$ cat src/rtl/fs4_iq_upconv_pkg.sv
// fs/4 upconverter shared types: FSM states, widths and the
// quadrature lane map {I, -Q, -I, Q}.
package fs4_upconv_pkg;

  typedef enum logic [1:0] {
    IDLE,
    RUN,
    UNDERRUN
  } state_t;

  localparam int DWIDTH_DEF = 14;
  localparam int LANE_W = DWIDTH_DEF + 2;
  localparam int UNR_FS4 = 4;
  localparam int CNT_W = 8;
  localparam int MAP_W = 32;

  // Wide signed math so negating the most negative input cannot wrap.
  function automatic logic signed [MAP_W-1:0] lane_map(
    input logic [1:0] lane,
    input logic signed [MAP_W-1:0] i,
    input logic signed [MAP_W-1:0] q
  );
    logic signed [MAP_W-1:0] r;
    unique case (lane)
      2'd0: r = i;
      2'd1: r = -q;
      2'd2: r = -i;
      2'd3: r = q;
    endcase
    return r;
  endfunction

endpackage

$ cat src/rtl/fs4_iq_upconv_if.sv
// Baseband I/Q sample stream with valid/ready handshake.
// master drives samples, slave returns ready.
interface fs4_iq_upconv_if #(
  parameter int DWIDTH = 14
);

  logic signed [DWIDTH:0] iq_i;
  logic signed [DWIDTH:0] iq_q;
  logic iq_valid;
  logic iq_ready;

  modport master (
    output iq_i,
    output iq_q,
    output iq_valid,
    input  iq_ready
  );

  modport slave (
    input  iq_i,
    input  iq_q,
    input  iq_valid,
    output iq_ready
  );

endinterface

$ cat src/rtl/fs4_iq_upconv_iq_skid_reg.sv
// Active/pending sample registers with zero-order-hold counter.
// A sample arriving on the expiry edge bypasses straight to active.
module iq_skid_reg
  import fs4_upconv_pkg::*;
#(
  parameter int DWIDTH = 14,
  parameter int HOLD = 4
) (
  input  logic clk,
  input  logic rst_n,
  input  logic enable,
  fs4_iq_upconv_if.slave iq,
  output logic act_valid,
  output logic signed [DWIDTH:0] act_i,
  output logic signed [DWIDTH:0] act_q
);

  logic pend_valid;
  logic signed [DWIDTH:0] pend_i;
  logic signed [DWIDTH:0] pend_q;
  logic [CNT_W-1:0] hold_cnt;
  logic accept;
  logic expire;

  assign iq.iq_ready = enable && !pend_valid;
  assign accept = iq.iq_valid && iq.iq_ready;
  assign expire = act_valid && (hold_cnt == CNT_W'(HOLD - 1));

  always_ff @(posedge clk or negedge rst_n) begin
    if (!rst_n) begin
      act_valid <= 1'b0;
      act_i <= '0;
      act_q <= '0;
      pend_valid <= 1'b0;
      pend_i <= '0;
      pend_q <= '0;
      hold_cnt <= '0;
    end else if (!enable) begin
      act_valid <= 1'b0;
      pend_valid <= 1'b0;
      hold_cnt <= '0;
    end else if (!act_valid || expire) begin
      hold_cnt <= '0;
      if (pend_valid) begin
        act_i <= pend_i;
        act_q <= pend_q;
        act_valid <= 1'b1;
        pend_valid <= 1'b0;
      end else if (accept) begin
        act_i <= iq.iq_i;
        act_q <= iq.iq_q;
        act_valid <= 1'b1;
      end else begin
        act_valid <= 1'b0;
      end
    end else begin
      hold_cnt <= hold_cnt + 1'b1;
      if (accept) begin
        pend_i <= iq.iq_i;
        pend_q <= iq.iq_q;
        pend_valid <= 1'b1;
      end
    end
  end

endmodule

$ cat src/rtl/fs4_iq_upconv.sv
// 4-lane fs/4 quadrature upconverter for the DAC path with
// zero-order hold, underrun zero-fill and sticky underflow flag.
module fs4_iq_upconv
  import fs4_upconv_pkg::*;
#(
  parameter int DWIDTH = LANE_W - 2,
  parameter int UNR = UNR_FS4,
  parameter int HOLD = 4
) (
  input  logic CLK,
  input  logic RESET_N,
  input  logic enable,
  fs4_iq_upconv_if.slave iq,
  output logic [UNR-1:0][DWIDTH+1:0] dout,
  output logic dout_valid,
  output logic underflow,
  input  logic clr_underflow
);

  localparam int LW = DWIDTH + 2;

  state_t state;
  state_t state_n;
  logic act_valid;
  logic signed [DWIDTH:0] act_i;
  logic signed [DWIDTH:0] act_q;
  logic signed [MAP_W-1:0] ext_i;
  logic signed [MAP_W-1:0] ext_q;
  logic [UNR-1:0][LW-1:0] dout_n;
  logic uf_set;

  if (UNR != UNR_FS4) begin : g_bad_unr
    $error("fs4_iq_upconv: UNR must be 4");
  end
  if (HOLD < 1 || HOLD > 255) begin : g_bad_hold
    $error("fs4_iq_upconv: HOLD must be 1..255");
  end

  iq_skid_reg #(
    .DWIDTH(DWIDTH),
    .HOLD(HOLD)
  ) u_skid (
    .clk(CLK),
    .rst_n(RESET_N),
    .enable(enable),
    .iq(iq),
    .act_valid(act_valid),
    .act_i(act_i),
    .act_q(act_q)
  );

  assign ext_i = {{(MAP_W-DWIDTH-1){act_i[DWIDTH]}}, act_i};
  assign ext_q = {{(MAP_W-DWIDTH-1){act_q[DWIDTH]}}, act_q};

  // State mirrors what dout shows after the next edge.
  always_comb begin
    state_n = state;
    dout_n = '0;
    uf_set = 1'b0;
    if (!enable) begin
      state_n = IDLE;
    end else if (act_valid) begin
      state_n = RUN;
    end else if (state == IDLE) begin
      state_n = IDLE;
    end else begin
      state_n = UNDERRUN;
    end
    if (state_n == RUN) begin
      for (int k = 0; k < UNR; k++) begin
        dout_n[k] = LW'(lane_map(2'(k), ext_i, ext_q));
      end
    end
    uf_set = (state == RUN) && (state_n == UNDERRUN);
  end

  always_ff @(posedge CLK or negedge RESET_N) begin
    if (!RESET_N) begin
      state <= IDLE;
      dout <= '0;
      dout_valid <= 1'b0;
      underflow <= 1'b0;
    end else begin
      state <= state_n;
      dout <= dout_n;
      dout_valid <= (state_n != IDLE);
      if (uf_set) begin
        underflow <= 1'b1;
      end else if (clr_underflow) begin
        underflow <= 1'b0;
      end
    end
  end

endmodule

$ cat src/flat_wrapper.sv
// flat-port wrapper written by rule: the top's interface ports become plain ports
module fs4_iq_upconv_flat import fs4_upconv_pkg::*;
#(
  parameter int DWIDTH = LANE_W - 2,
  parameter int UNR = UNR_FS4,
  parameter int HOLD = 4
)
  (CLK, RESET_N, enable, dout, dout_valid, underflow, clr_underflow, iq_iq_i, iq_iq_q, iq_iq_valid, iq_iq_ready);
  fs4_iq_upconv_if #(.DWIDTH(DWIDTH)) iq_i ();
  input  logic CLK;
  input  logic RESET_N;
  input  logic enable;
  output logic [UNR-1:0][DWIDTH+1:0] dout;
  output logic dout_valid;
  output logic underflow;
  input  logic clr_underflow;
  input wire logic [$bits(iq_i.iq_i)-1:0] iq_iq_i;
  input wire logic [$bits(iq_i.iq_q)-1:0] iq_iq_q;
  input wire logic [$bits(iq_i.iq_valid)-1:0] iq_iq_valid;
  output wire logic [$bits(iq_i.iq_ready)-1:0] iq_iq_ready;
  assign iq_i.iq_i = iq_iq_i;
  assign iq_i.iq_q = iq_iq_q;
  assign iq_i.iq_valid = iq_iq_valid;
  assign iq_iq_ready = iq_i.iq_ready;
  fs4_iq_upconv #(.DWIDTH(DWIDTH), .UNR(UNR), .HOLD(HOLD)) u_core (.CLK(CLK), .RESET_N(RESET_N), .enable(enable), .iq(iq_i), .dout(dout), .dout_valid(dout_valid), .underflow(underflow), .clr_underflow(clr_underflow));
endmodule
$ cat config.mk
export PLATFORM = sky130hd
export DESIGN_NAME = fs4_iq_upconv_flat
export DESIGN_NICKNAME = d
export VERILOG_FILES = /design/src/rtl/fs4_iq_upconv_pkg.sv /design/src/rtl/fs4_iq_upconv_if.sv /design/src/rtl/fs4_iq_upconv_iq_skid_reg.sv /design/src/rtl/fs4_iq_upconv.sv /design/src/flat_wrapper.sv
export SDC_FILE = /design/constraint.sdc
export NUM_CORES = 1
export LEC_CHECK = 0
export BUFFER_PORTS_ARGS = -buffer_cell sky130_fd_sc_hd__buf_2
export CORE_ASPECT_RATIO = 0.7
export CORE_UTILIZATION = 31
export DETAILED_ROUTE_END_ITERATION = 16
export GPL_TIMING_DRIVEN = 0
export PLACE_DENSITY = 0.49
export SYNTH_ARGS = -nofsm -noshare
export SYNTH_HDL_FRONTEND = slang
export SYNTH_SLANG_ARGS = --single-unit
$ cat constraint.sdc
create_clock -name CLK -period 3.6 [get_ports CLK]
set_input_delay 0.36 -clock CLK [delete_from_list [all_inputs] [get_ports CLK]]
set_output_delay 0.36 -clock CLK [all_outputs]
set_load 0.02 [all_outputs]
==> impl_metrics.py <==
metrics = {
    "synth": {
        "ys.warnings.count": 0,
        "synth_cell_type_count": 40,
        "yosys_register_bits": 134,
        "syn_nets": 500,
        "syn_inst": 462,
        "ys.flop_type": "dfrtp_1",
        "seq_area_frac_synth_pct": 58.81,
        "syn_area_per_cell_um2": 12.34,
        "synth-async-reset-ratio_pct": 100.0,
        "syn_area_um2": 5702,
        "synth-edff-count": 0,
    },
    "global_routing": {
        "grt_pass1_vias": 3932,
        "grt-ovfl-total": 0,
        "antenna_found_initial": 1,
        "grt_pass1_wl_mm": 22.20,
        "gr-usage-all-layers_pct": 15.75,
        "grt_max_degree": 70,
    },
    "setup_path": {
        "critPathLaunchType": "flop",
        "worstPathRequired_ps": 3890,
        "worstSetupPathType": "flop to flop",
        "r2r_start": "u_core.u_skid.hold_cnt[0]$_DFF_PN0_",
        "crit_path_max_fanout": 10,
        "end_kind": "flop",
        "arrival_ps": 2560,
        "startpoint": "u_core.u_skid.hold_cnt[0]$_DFF_PN0_",
    },
    "floorplan": {
        "fp.dieW_um": 164.1,
        "start_util_pct": 31.67,
        "die-area_um2": 18950,
        "design.core.area_um2": 18010,
        "chipHeight_um": 115.5,
        "io_pins": 102,
        "num_rows": 41,
    },
    "placed_design": {
        "io_buffers": 101,
        "dp.cells": 800,
        "dpl.hpwl_mm": 10.17,
        "gp_congestion": 0.7786,
    },
    "worst_hold_path": {
        "min_from": "iq_iq_q[1]",
        "hold_class": "primary input to flop",
    },
    "outcome": {
        "outcome": "complete, no violations",
    },
    "final_layout": {
        "nets": 622,
        "fillCellCount": 1706,
        "area_delta_synth_final_pct": 25.83,
        "diodes": 0,
        "final_util_pct": 39.84,
        "drive_gt1_share_pct": 30.99,
        "fin_cells": 833,
    },
    "route": {
        "drc": 0,
        "ant_nets": 0,
        "wl_mm": 13.92,
        "first_pass_iters": 5,
        "viasPerCell": 4.568,
        "wire_per_inst_um": 16.71,
        "via_count": 3805,
        "drt_first_iter_violations": 177,
    },
    "sta": {
        "hold-worst-slack_ps": 193.4,
        "tightest_slew_ps": 753.1,
        "final-max-slew-violation-count": 0,
        "maxSlewHeadroom_pct": 49.38,
        "rsz0062_at_grt": "no",
        "period_minus_slack_ps": 2269,
        "finalHoldViolCount": 0,
        "finalCritPeriodShare_pct": 63.04,
        "fmax_mhz": 440.7,
        "finalSetupViolCount": 0,
        "skew_ps": 13.99,
        "setup_tns_ps": 0,
    },
    "power": {
        "ir_drop_uv": 299.6,
        "p_leak_nw": 3.488,
        "p_per_area_nw_per_um2": 644.0,
    },
    "clocking": {
        "clockRootBuffer": "clkbuf_16",
        "cts_tree": "done",
        "post_cts_resized": 0,
        "post_cts_buffers": 0,
        "clk_latency_ps": 410,
        "clk_path_buf_depth": 2,
        "htreeDepth": 4,
        "clkTransAtPathRegs_ps": 60,
        "holdBufCountCts": 1,
        "numCtsBuffers": 17,
        "clkSinkCount": 134,
    },
    "flow_run": {
        "drv_cap": 0,
    },
}
-- cells by family (layout without fill, tap and decap cells) --
logic type	count (synthesis)	after routing	share of synthesized area (%)
flip-flops	134	134	58.81
buffers and inverters	39	174	4.499
adder cells (fa/ha/maj)	3	3	0.6584
AO/OA/AOI/OAI	70	70	6.649
AND/OR/NAND/NOR	128	128	11.85
XOR/XNOR	26	26	3.994
multiplexers	62	62	13.54
-- registers in the layout (all words and copies together) (netlist names) --
signal / count
u_core.dout: 60
u_core.dout_valid: 1
u_core.state: 2
u_core.u_skid.act_i: 15
u_core.u_skid.act_q: 15
u_core.u_skid.act_valid: 1
u_core.u_skid.hold_cnt: 8
u_core.u_skid.pend_i: 15
u_core.u_skid.pend_q: 15
u_core.u_skid.pend_valid: 1
u_core.underflow: 1
-- worst paths after layout --
kind / cells past startpoint / slack [ps] / to
max in group asynchronous: 3 / 2340 / u_core.dout[37]$_DFF_PN0_
min in group asynchronous: 2 / 520 / u_core.u_skid.pend_i[1]$_DFFE_PN0P_
worst min register to register: 1 / 500 / u_core.underflow$_DFFE_PN0P_
worst min-delay path: 2 / 190 / u_core.u_skid.pend_q[1]$_DFFE_PN0P_
worst max-delay path: 6 / 1330 / u_core.u_skid.pend_i[13]$_DFFE_PN0P_
worst max register to register: 6 / 1330 / u_core.u_skid.pend_i[13]$_DFFE_PN0P_
-- synth_stat cells (2+ instances only) --
cell type,count,share of area (%)
nand4b_1,2,0.31
nand3_1,10,0.88
nor3b_1,2,0.26
nor4b_1,2,0.31
nand3b_1,4,0.53
xnor2_1,17,2.6
clkdlybuf4s50_2,2,0.39
mux2i_1,31,5.4
buf_6,7,1.4
nor2_1,45,3.0
nand2_1,11,0.72
nor3_1,11,0.97
nand4_1,4,0.44
buf_8,2,0.53
a21oi_1,3,0.26
ha_1,3,0.66
clkbuf_1,14,0.92
inv_1,9,0.59
dfrtp_1,134,59
o21ai_0,33,2.9
buf_4,4,0.53
o21ai_1,29,2.5
and3_1,28,3.1
xor2_1,9,1.4
mux2_4,30,7.9
nor2b_1,2,0.22
-- per-stage QoR --
stage          cell area (um^2)  total power [W]  worst slack, ps
2_1_floorplan              5702         0.002500             1573
3_3_place_gp               6502         0.002783            409.8
3_5_place_dp               6536         0.002808             1378
4_1_cts                    7174         0.004663             1339
5_1_grt                    7174         0.004855             1194
6_report                   7174         0.004620             1331
-- final cells by class --
type,instances,area (um^2),area share [%]
plain buffers,30,222.7,3.104
clock buffers,18,429.2,5.982
clock inverters,14,198.9,2.773
inverters,9,33.78,0.4709
multi-input cells,289,2092,29.16
flip-flops and latches,134,3353,46.74
well taps,236,295.3,4.116
repair buffers,103,549.3,7.656
-- routing by layer --
metal	GRT usage, %	part of all wire (%)	vias up
met2	21.27	40	108
met5	0	0	-
met3	3.579	5.1	4
met1	24.96	54	1849
met4	3.889	0.49	0
li1	-	-	1844
-- layout by cell type, fill, tap and decap left out, types with 4 or more instances in the layout --
cell	instances
buf_4	4
o21ai_0	33
nand3_1	10
mux2_4	30
bufinv_16	4
dfrtp_1	134
clkinv_4	4
buf_6	8
clkbuf_16	17
nor2_1	45
nand2_1	11
xnor2_1	17
and3_1	28
inv_1	9
nand3b_1	4
mux2i_1	31
o21ai_1	29
nor3_1	11
clkbuf_1	15
nand4_1	4
xor2_1	9
buf_2	100
-- report_power, final --
part	leakage (nW)	switching [W]	internal, W	total, W
registers	1.74	0.000230	0.00175	0.00198
clock network	0.305	0.000669	0.00117	0.00184
logic	1.44	0.000409	0.000392	0.000801
total	3.49	0.00131	0.00331	0.00462
-- worst max-delay path, stage by stage (launching register included) --
cell and delay [ps]:
dfrtp_1 400, ha_1 250, or4b_4 490, o41ai_2 330, nor3b_2 170, buf_6 200, mux2_4 310
Note: power is estimated with default switching activity, not from simulation.
